[src/rtl/umi_outstanding_limiter_if.sv]
// UMI valid/ready channel: command, addresses and data travelling with a handshake.
// master drives the payload and valid; slave returns ready.
interface umi_outstanding_limiter_if #(
    parameter int CW = 32,
    parameter int AW = 64,
    parameter int DW = 128
);
    logic          valid;
    logic          ready;
    logic [CW-1:0] cmd;
    logic [AW-1:0] dstaddr;
    logic [AW-1:0] srcaddr;
    logic [DW-1:0] data;

    modport master (output valid, cmd, dstaddr, srcaddr, data, input ready);
    modport slave  (input valid, cmd, dstaddr, srcaddr, data, output ready);
endinterface

[src/rtl/umi_outstanding_limiter.sv]
// Caps in-flight response-generating UMI transactions at MAXOUT by stalling the request channel.
// Optional stall statistics counter: define UMI_OUTSTANDING_LIMITER_STATS_EN.
module umi_outstanding_limiter #(
    parameter int CW     = 32,
    parameter int AW     = 64,
    parameter int DW     = 128,
    parameter int MAXOUT = 4,
    parameter int CNTW   = $clog2(MAXOUT + 1)
) (
    input  logic                      clk,
    input  logic                      nreset,
    umi_outstanding_limiter_if.slave  uhost_req,
    umi_outstanding_limiter_if.master udev_req,
    umi_outstanding_limiter_if.slave  udev_resp,
    umi_outstanding_limiter_if.master uhost_resp,
    input  logic                      quiesce,
    output logic                      idle,
    output logic [CNTW-1:0]           outstanding,
    output logic                      proto_err,
    output logic [31:0]               stall_cycles
);

    if (MAXOUT < 1 || MAXOUT > 255 || CW < 23 || AW < 1 || DW < 1) begin : g_bad_params
        $error("umi_outstanding_limiter: unsupported parameter set");
    end

    localparam logic [CNTW-1:0] MAXCNT = CNTW'(MAXOUT);

    logic [CNTW-1:0] count_q, count_d;
    logic            proto_err_q, proto_err_d;
    logic [4:0]      req_opcode;
    logic            req_counted_eom;
    logic            gate;
    logic            inc, dec;

    assign req_opcode      = uhost_req.cmd[4:0];
    assign req_counted_eom = uhost_req.cmd[22] &&
                             (req_opcode == 5'h01 || req_opcode == 5'h03 || req_opcode == 5'h09);

    // Only the registered count feeds the gate, keeping response ready out of the request path.
    assign gate = quiesce | (req_counted_eom & (count_q == MAXCNT));

    assign udev_req.valid   = uhost_req.valid & ~gate;
    assign uhost_req.ready  = udev_req.ready & ~gate;
    assign udev_req.cmd     = uhost_req.cmd;
    assign udev_req.dstaddr = uhost_req.dstaddr;
    assign udev_req.srcaddr = uhost_req.srcaddr;
    assign udev_req.data    = uhost_req.data;

    assign uhost_resp.valid   = udev_resp.valid;
    assign udev_resp.ready    = uhost_resp.ready;
    assign uhost_resp.cmd     = udev_resp.cmd;
    assign uhost_resp.dstaddr = udev_resp.dstaddr;
    assign uhost_resp.srcaddr = udev_resp.srcaddr;
    assign uhost_resp.data    = udev_resp.data;

    assign inc = uhost_req.valid & uhost_req.ready & req_counted_eom;
    assign dec = udev_resp.valid & udev_resp.ready & udev_resp.cmd[22];

    always_comb begin
        count_d     = count_q;
        proto_err_d = proto_err_q;
        if (dec && count_q == '0) begin
            proto_err_d = 1'b1;
        end
        if (inc && !dec) begin
            count_d = count_q + CNTW'(1);
        end else if (dec && !inc && count_q != '0) begin
            count_d = count_q - CNTW'(1);
        end
    end

    always_ff @(posedge clk) begin
        if (!nreset) begin
            count_q     <= '0;
            proto_err_q <= 1'b0;
        end else begin
            count_q     <= count_d;
            proto_err_q <= proto_err_d;
        end
    end

    assign outstanding = count_q;
    assign idle        = (count_q == '0);
    assign proto_err   = proto_err_q;

`ifdef UMI_OUTSTANDING_LIMITER_STATS_EN
    logic [31:0] stall_q, stall_d;

    // Quiesce stalls are deliberate, so only capacity stalls are counted.
    always_comb begin
        stall_d = stall_q;
        if (uhost_req.valid && gate && !quiesce && stall_q != 32'hFFFF_FFFF) begin
            stall_d = stall_q + 32'd1;
        end
    end

    always_ff @(posedge clk) begin
        if (!nreset) begin
            stall_q <= '0;
        end else begin
            stall_q <= stall_d;
        end
    end

    assign stall_cycles = stall_q;
`else
    assign stall_cycles = 32'd0;
`endif

endmodule
[src/flat_wrapper.sv]
// flat-port wrapper written by rule: the top's interface ports become plain ports
module umi_outstanding_limiter_flat 
#(
    parameter int CW     = 32,
    parameter int AW     = 64,
    parameter int DW     = 128,
    parameter int MAXOUT = 4,
    parameter int CNTW   = $clog2(MAXOUT + 1)
)
  (clk, nreset, quiesce, idle, outstanding, proto_err, stall_cycles, uhost_req_valid, uhost_req_cmd, uhost_req_dstaddr, uhost_req_srcaddr, uhost_req_data, uhost_req_ready, udev_req_valid, udev_req_cmd, udev_req_dstaddr, udev_req_srcaddr, udev_req_data, udev_req_ready, udev_resp_valid, udev_resp_cmd, udev_resp_dstaddr, udev_resp_srcaddr, udev_resp_data, udev_resp_ready, uhost_resp_valid, uhost_resp_cmd, uhost_resp_dstaddr, uhost_resp_srcaddr, uhost_resp_data, uhost_resp_ready);
  umi_outstanding_limiter_if #(.CW(CW), .AW(AW), .DW(DW)) uhost_req_i ();
  umi_outstanding_limiter_if #(.CW(CW), .AW(AW), .DW(DW)) udev_req_i ();
  umi_outstanding_limiter_if #(.CW(CW), .AW(AW), .DW(DW)) udev_resp_i ();
  umi_outstanding_limiter_if #(.CW(CW), .AW(AW), .DW(DW)) uhost_resp_i ();
  input  logic clk;
  input  logic nreset;
  input  logic quiesce;
  output logic idle;
  output logic [CNTW-1:0] outstanding;
  output logic proto_err;
  output logic [31:0] stall_cycles;
  input wire logic [$bits(uhost_req_i.valid)-1:0] uhost_req_valid;
  input wire logic [$bits(uhost_req_i.cmd)-1:0] uhost_req_cmd;
  input wire logic [$bits(uhost_req_i.dstaddr)-1:0] uhost_req_dstaddr;
  input wire logic [$bits(uhost_req_i.srcaddr)-1:0] uhost_req_srcaddr;
  input wire logic [$bits(uhost_req_i.data)-1:0] uhost_req_data;
  output wire logic [$bits(uhost_req_i.ready)-1:0] uhost_req_ready;
  output wire logic [$bits(udev_req_i.valid)-1:0] udev_req_valid;
  output wire logic [$bits(udev_req_i.cmd)-1:0] udev_req_cmd;
  output wire logic [$bits(udev_req_i.dstaddr)-1:0] udev_req_dstaddr;
  output wire logic [$bits(udev_req_i.srcaddr)-1:0] udev_req_srcaddr;
  output wire logic [$bits(udev_req_i.data)-1:0] udev_req_data;
  input wire logic [$bits(udev_req_i.ready)-1:0] udev_req_ready;
  input wire logic [$bits(udev_resp_i.valid)-1:0] udev_resp_valid;
  input wire logic [$bits(udev_resp_i.cmd)-1:0] udev_resp_cmd;
  input wire logic [$bits(udev_resp_i.dstaddr)-1:0] udev_resp_dstaddr;
  input wire logic [$bits(udev_resp_i.srcaddr)-1:0] udev_resp_srcaddr;
  input wire logic [$bits(udev_resp_i.data)-1:0] udev_resp_data;
  output wire logic [$bits(udev_resp_i.ready)-1:0] udev_resp_ready;
  output wire logic [$bits(uhost_resp_i.valid)-1:0] uhost_resp_valid;
  output wire logic [$bits(uhost_resp_i.cmd)-1:0] uhost_resp_cmd;
  output wire logic [$bits(uhost_resp_i.dstaddr)-1:0] uhost_resp_dstaddr;
  output wire logic [$bits(uhost_resp_i.srcaddr)-1:0] uhost_resp_srcaddr;
  output wire logic [$bits(uhost_resp_i.data)-1:0] uhost_resp_data;
  input wire logic [$bits(uhost_resp_i.ready)-1:0] uhost_resp_ready;
  assign uhost_req_i.valid = uhost_req_valid;
  assign uhost_req_i.cmd = uhost_req_cmd;
  assign uhost_req_i.dstaddr = uhost_req_dstaddr;
  assign uhost_req_i.srcaddr = uhost_req_srcaddr;
  assign uhost_req_i.data = uhost_req_data;
  assign uhost_req_ready = uhost_req_i.ready;
  assign udev_req_valid = udev_req_i.valid;
  assign udev_req_cmd = udev_req_i.cmd;
  assign udev_req_dstaddr = udev_req_i.dstaddr;
  assign udev_req_srcaddr = udev_req_i.srcaddr;
  assign udev_req_data = udev_req_i.data;
  assign udev_req_i.ready = udev_req_ready;
  assign udev_resp_i.valid = udev_resp_valid;
  assign udev_resp_i.cmd = udev_resp_cmd;
  assign udev_resp_i.dstaddr = udev_resp_dstaddr;
  assign udev_resp_i.srcaddr = udev_resp_srcaddr;
  assign udev_resp_i.data = udev_resp_data;
  assign udev_resp_ready = udev_resp_i.ready;
  assign uhost_resp_valid = uhost_resp_i.valid;
  assign uhost_resp_cmd = uhost_resp_i.cmd;
  assign uhost_resp_dstaddr = uhost_resp_i.dstaddr;
  assign uhost_resp_srcaddr = uhost_resp_i.srcaddr;
  assign uhost_resp_data = uhost_resp_i.data;
  assign uhost_resp_i.ready = uhost_resp_ready;
  umi_outstanding_limiter #(.CW(CW), .AW(AW), .DW(DW), .MAXOUT(MAXOUT), .CNTW(CNTW)) u_core (.clk(clk), .nreset(nreset), .uhost_req(uhost_req_i), .udev_req(udev_req_i), .udev_resp(udev_resp_i), .uhost_resp(uhost_resp_i), .quiesce(quiesce), .idle(idle), .outstanding(outstanding), .proto_err(proto_err), .stall_cycles(stall_cycles));
endmodule
[config.mk]
export PLATFORM = sky130hd
export DESIGN_NAME = umi_outstanding_limiter_flat
export DESIGN_NICKNAME = d
export VERILOG_FILES = /design/src/rtl/umi_outstanding_limiter_if.sv /design/src/rtl/umi_outstanding_limiter.sv /design/src/flat_wrapper.sv
export SDC_FILE = /design/constraint.sdc
export NUM_CORES = 1
export LEC_CHECK = 0
export ABC_CLOCK_PERIOD_IN_PS = 3750
export CORE_AREA = 3 3 470 472
export CTS_CLUSTER_DIAMETER = 100
export DETAILED_ROUTE_END_ITERATION = 8
export DIE_AREA = 0 0 473 475
export GPL_TIMING_DRIVEN = 0
export PLACE_DENSITY_LB_ADDON = 0.3
export SLEW_MARGIN = 20
export SYNTH_ARGS = -nofsm -noshare
export SYNTH_HDL_FRONTEND = slang
export SYNTH_SLANG_ARGS = --single-unit
[constraint.sdc]
create_clock -name clk -period 3.75 [get_ports clk]
set_input_delay 0.9375 -clock clk [delete_from_list [all_inputs] [get_ports clk]]
set_output_delay 0.9375 -clock clk [all_outputs]
set_load 0.02 [all_outputs]
==> impl_metrics.py <==
metrics = {
    "worst_hold_path": {
        "hp-start": "u_core.proto_err$_SDFFE_PN0P_",
        "hp-class": "register to register",
        "min_path_cells": 1,
        "holdPathEnd": "u_core.proto_err$_SDFFE_PN0P_",
    },
    "drt": {
        "postRouteAntennaNets": 0,
        "met1Wirelength_um": 51800,
        "vias": 7512,
        "drt_wl_total_um": 172000,
        "drtPass1Iterations": 4,
        "drc": 0,
        "via_per_inst": 1.79,
        "top_layer": "met5",
        "wire_per_inst_um": 41.1,
        "met3RoutedLength_um": 38900,
        "drt_iter0_drc": 244,
        "route.met2.wl_um": 77500,
    },
    "sta": {
        "hold_viol_final": 0,
        "postLayoutSetupSlackWorst_ps": 110,
        "rsz0062_at_grt": "no",
        "fin_tns_setup_ps": 0,
        "timing.final.crit_share": 0.971,
        "skew_ps": 0.636,
        "setup_viol": 0,
        "layout_min_cycle_time_ps": 3640,
        "maxSlewViolCount": 0,
        "fmax_mhz": 275,
        "slew_headroom": 0.491,
        "worst_pin_slew_ps": 761,
    },
    "logic_synthesis": {
        "yosysSeqAreaShare": 0.0163,
        "synth.avg_cell_area_um2": 7.58,
        "synth.area.top_cells": "buf_4, dfxtp_1, mux2i_1",
        "synthCells": 649,
        "synth_top_family_by_area": "buffers and inverters",
        "synth_area_leader_cell": "buf_4",
        "ys_seq_elements": 4,
        "muxShareOfSynthArea": 0.00814,
        "async_reset_ff_frac": 0,
        "synth_most_common_cell": "buf_4",
        "synth_xor_area_frac": 0,
        "synthAdderAreaFrac": 0.00407,
        "synth.distinct_cells": 22,
        "ys.flop_type": "dfxtp_1",
        "synth-edff-count": 0,
        "synth_top_cell_area_share": 0.931,
        "netlist_area_mm2": 0.00492,
        "synth_common_cells": "buf_4, nand2_1, dfxtp_1, mux2i_1",
        "synthSimpleGateAreaFrac": 0.0328,
        "synth_warnings": 0,
        "synth_compound_area_frac": 0.00585,
    },
    "placement": {
        "gp_congestion": 0.791,
        "port_buffers": 598,
        "post_dp_cell_area_mm2": 0.0146,
        "pre_cts_ws_ps": -10.1,
        "dpl.hpwl_um": 170000,
        "place_inst": 4132,
    },
    "worst_setup_path": {
        "r2r_start": "u_core.outstanding[0]$_SDFFE_PN0P_",
        "crit_type": "input port to output pin",
        "cpPeakStageDelay_ps": 580,
        "cp_slowest_cell": "clkdlybuf4s50_1",
        "crit_fanout": 2,
        "worstSetupStartpointType": "input port",
        "path_buf_inv": 2,
        "reg2reg_depth": 7,
        "ff2ff_setup_slack_ps": 1370,
        "crit_chain": "clkdlybuf4s50_1, nand4bb_4, a21oi_1, a21oi_1, and2_1, clkdlybuf4s50_1",
        "critical_path.endpoint_type": "output pin",
        "crit_cells": 6,
        "path_delay_family": "buffers and inverters",
        "r2r-end": "u_core.outstanding[2]$_SDFFE_PN0P_",
        "critPathArrivalTime_ps": 2700,
        "required_ps": 2810,
    },
    "global_routing": {
        "grt_first_pass_wirelength_um": 189000,
        "antenna_found_initial": 278,
        "grt_usage": 0.146,
        "grt-ovfl-total": 0,
        "grt_max_degree": 10,
        "first_global_vias": 7272,
    },
    "clock_network": {
        "clk_pin_slew_worst_paths_ps": 30,
        "ctsHoldBuffers": 0,
        "clock_latency_ps": 220,
        "cts_resized": 1,
        "cts_buffers": 3,
        "cts_buffer_depth": 2,
        "cts-root-buf": "clkbuf_16",
        "cts_sinks": 4,
        "htreeDepth": 1,
        "cts_setup_buffers": 0,
        "cts_tree": "done",
    },
    "finish": {
        "fin_cells": 4189,
        "fin_nets": 1867,
        "syn_to_final_growth_pct": 201,
        "design_area_mm2": 0.0148,
        "drive_above_1_share": 0.480,
        "n_fill_cell": 25600,
    },
    "die": {
        "rows": 171,
        "die_w_um": 473,
        "die_h_um": 475,
        "dieArea_mm2": 0.225,
        "ios": 1200,
        "fp.coreArea_mm2": 0.217,
        "initial_core_util": 0.0227,
    },
    "power": {
        "power_mw": 2.30,
        "leakagePower_nw": 5.55,
        "worst_ir_drop_vdd_mv": 0.132,
        "power-per-cell-area_mw_per_mm2": 155,
    },
    "run": {
        "cap_violations": 0,
    },
    "status": {
        "status": "finished, final reports clean",
    },
}
-- metal layers --
layer,track usage,vias up
li1,-,2680
met1,0.125,3168
met2,0.239,1012
met3,0.160,408
met4,0.00997,244
met5,0,-
-- cells by family after synthesis --
group                    Yosys count
other                              1
adder cells (fa/ha/maj)            1
multiplexers                       4
AO/OA/AOI/OAI                      5
flip-flops                         4
AND/OR/NAND/NOR                   22
buffers and inverters            612
-- final cells by class --
type	count	area (um^2)	area share
Buffer	610	4580	0.309
Antenna cell	54	135	0.00913
Timing Repair Buffer	598	5980	0.404
Tap cell	2854	3570	0.241
Multi-Input combinational cell	64	370	0.0250
Clock buffer	3	75.1	0.00507
Sequential cell	4	80.1	0.00541
Inverter	2	7.51	0.000507
-- cells in the final DEF, fill, tap and decap left out --
master,count
a21oi_1,2
a31oi_1,1
and2_1,3
buf_4,610
clkbuf_16,3
clkdlybuf4s50_1,597
conb_1,32
dfxtp_1,4
diode_2,54
dlygate4sd2_1,1
fa_1,1
inv_1,2
mux2i_1,4
nand2_1,5
nand2b_1,2
nand3_1,1
nand3b_1,3
nand4bb_4,1
nor2_1,2
nor2b_1,1
nor3_1,1
nor3b_1,1
nor4b_4,1
o21a_1,1
o21ai_1,1
or3_1,1
-- stage by stage --
step,hold slack [ps],util
after detailed placement,500,0.0673
after global routing,517,0.0678
after global placement,454,0.0673
after CTS,507,0.0676
after floorplan,555,-
final,504,0.0682
-- worst max path at each step --
stage / from / to / slack [ps]
after floorplan: uhost_req_cmd[2] / u_core.outstanding[2]$_SDFFE_PN0P_ / 950
after global placement: uhost_req_cmd[0] / uhost_req_ready / 30
after detailed placement: uhost_req_cmd[0] / uhost_req_ready / -10
after CTS: udev_resp_valid / uhost_resp_valid / 90
after global routing: uhost_req_cmd[0] / udev_req_valid / 60
final: uhost_req_cmd[0] / udev_req_valid / 110
-- registers in the layout, indices dropped and copies added, names as in the netlist --
register / cells
u_core.outstanding: 3
u_core.proto_err: 1
-- power by group --
| group | switching, mW | total, mW | internal [mW] |
|---|---|---|---|
| clock | 0.0326 | 0.169 | 0.137 |
| sequential | 0.000800 | 0.0445 | 0.0437 |
| combinational | 1.14 | 2.08 | 0.943 |
-- worst reg2reg max path, stage by stage (launching register included) --
cell,delay (ps)
dfxtp_1,470
nor3b_1,150
nor4b_4,390
nand2_1,130
fa_1,390
or3_1,380
mux2i_1,190
mux2i_1,210
(Power assumes the default switching activity.)
==> RTL edit (config.mk and constraints unchanged) <==
`DW` is set to 128 in 3 places; all go to 192.
--- a/src/rtl/umi_outstanding_limiter_if.sv
+++ b/src/rtl/umi_outstanding_limiter_if.sv
@@ -5,3 +5,3 @@
     parameter int AW = 64,
-    parameter int DW = 128
+    parameter int DW = 192
 );
--- a/src/rtl/umi_outstanding_limiter.sv
+++ b/src/rtl/umi_outstanding_limiter.sv
@@ -5,3 +5,3 @@
     parameter int AW     = 64,
-    parameter int DW     = 128,
+    parameter int DW     = 192,
     parameter int MAXOUT = 4,
--- a/src/flat_wrapper.sv
+++ b/src/flat_wrapper.sv
@@ -5,3 +5,3 @@
     parameter int AW     = 64,
-    parameter int DW     = 128,
+    parameter int DW     = 192,
     parameter int MAXOUT = 4,
Ports: changed (resized udev_req_data, udev_resp_data, uhost_req_data and uhost_resp_data); port bits go from 1200 to 1456. No check against the original RTL was run, so the function may have changed too.
==> RTL edit against the original RTL <==
  * Via count is 23% higher
  * Count of clock-buffer cells in the layout unchanged
  * Sequential cell count unchanged
  * Critical endpoint is now uhost_req_ready
  * Area after synthesis increased by 20%
  * Core utilization increased by 1.1 points
  * Routed wire length up 26%
  * Setup slack improved by 42 ps
  * Power increased by 18%
  * Clock skew hardly changed
  * Cell area up 16%
  * Critical path depth unchanged
==> RTL edit: results (changes against the original RTL) <==
run_status: "complete, no violations"
finalWeightedCongestion: 0.862  # +9.0%
insertion_delay_ps: 230
clock-root-buffer: "sky130_fd_sc_hd__clkbuf_16"
routed_wire_length_per_instance_um: 48.7  # +18%
dp_hpwl_um: 214000  # +26%
synth_cell_type_count: 22  # unchanged
post-cts-setup-buffer-count: 0  # unchanged
tightestPinTransition_ps: 763  # +1.16 ps
synth_top_cells_by_count: "sky130_fd_sc_hd__buf_4, sky130_fd_sc_hd__nand2_1, sky130_fd_sc_hd__dfxtp_1, sky130_fd_sc_hd__mux2i_1"
cts_htree_levels: 1  # unchanged
antenna_found_initial: 443  # +59%
clock-skew-final_ps: 0.976  # +0.340 ps
synthFlopType: "sky130_fd_sc_hd__dfxtp_1"
min_delay_path_depth: 1  # unchanged
crit_path_max_fanout: 2  # unchanged
holdCritPathClass: "reg2reg"
via_count: 9254  # +23%
cts_buf_count: 3  # unchanged
first_global_vias: 8240  # +13%
grt_start_max_net_pins: 10  # unchanged
global_route.usage.total_pct: 18.4  # +3.8 points
clk_pin_slew_ps: 30  # about the same
power.leakage_uw: 0.00666  # +20%
vdd.ir_drop.worst_v: 0.0000937  # -29%
fillerInstances: 25400  # -0.61%
drt_iter0_drc: 459  # +88%
postCtsResizedCells: 1  # unchanged
nNetsFinal: 2251  # +21%
grt_first_pass_wirelength_um: 234000  # +24%
reg2regPathDepth: 7  # unchanged
synth.yosys.seq_area_share_pct: 1.36  # -0.27 points
drive_gt1_share_pct: 48.3  # +0.33 points
synth_largest_area_cell: "sky130_fd_sc_hd__buf_4"
ctsLongestPathBuffers: 2  # unchanged
place.port_buffers: 726  # +21%
largest_reg_flops: 3  # unchanged
async_flop_share_pct: 0  # unchanged
yosysWarningCount: 0  # unchanged
synth_area_leaders: "sky130_fd_sc_hd__buf_4, sky130_fd_sc_hd__dfxtp_1, sky130_fd_sc_hd__mux2i_1, sky130_fd_sc_hd__nand4bb_4, sky130_fd_sc_hd__nor4b_4"
placement.setup.worst_slack_ps: -243  # -233 ps
drt_pass1_iterations: 4  # unchanged
detailed_place.area_um2: 16800  # +15%
RTL edit: cell count changes after synthesis, sizes merged:
cell / unedited run / this run
buf: 610 / 738
RTL edit: final cells by class:
type                    count  area (um^2)  share of cell area, %
diodes                     76          190                   1.11
well taps                2854         3570                   20.9
repair buffers            726         7270                   42.5
inverters                   2         7.51                 0.0439
multi-input cells          64          370                   2.17
flip-flops and latches      4         80.1                  0.468
plain buffers             738         5540                   32.4
clock buffers               3         75.1                  0.439
RTL edit: cell families after synthesis:
logic type,after synthesis,synth area share (%)
AOI/OAI and AO/OA,5,0.489
adders and majority gates,1,0.340
buffers and inverters,740,94.3
DFF,4,1.36
muxes,4,0.681
other,1,0.0638
and+or+nand+nor,22,2.74
RTL edit: critical path: stages:
cell and delay [ps]:
sky130_fd_sc_hd__clkdlybuf4s50_1 500, sky130_fd_sc_hd__nand4bb_4 160, sky130_fd_sc_hd__a21oi_1 50, sky130_fd_sc_hd__a21oi_1 140, sky130_fd_sc_hd__and2_1 160, sky130_fd_sc_hd__clkdlybuf4s15_1 680
RTL edit: routing by layer:
metal	vias up	wire length, um	track usage, %
li1	3229	-	-
met1	3874	64500	15.8
met2	1182	103000	31.4
met3	563	45800	19.1
met4	406	1460	0.136
met5	-	2720	0
RTL edit: final timing paths:
path / startpoint / end / slack (ps)
worst max-delay path: uhost_req_cmd[4] / uhost_req_ready / 150
worst min-delay path: u_core.proto_err$_SDFFE_PN0P_ / u_core.proto_err$_SDFFE_PN0P_ / 490
worst max register to register: u_core.outstanding[1]$_SDFFE_PN0P_ / u_core.outstanding[2]$_SDFFE_PN0P_ / 1280
worst min register to register: u_core.proto_err$_SDFFE_PN0P_ / u_core.proto_err$_SDFFE_PN0P_ / 490
RTL edit: report_power, final:
group,switching (uW),total [uW],internal [uW]
sequential,0.831,44.5,43.7
clock,32.6,169,136
combinational,1360,2510,1140
RTL edit: through the flow:
stage | instances | utilization [%]
2_1_floorplan | 808 | -
3_3_place_gp | 4388 | 7.76
3_5_place_dp | 4388 | 7.76
4_1_cts | 4391 | 7.79
5_1_grt | 4406 | 7.81
6_report | 4467 | 7.88
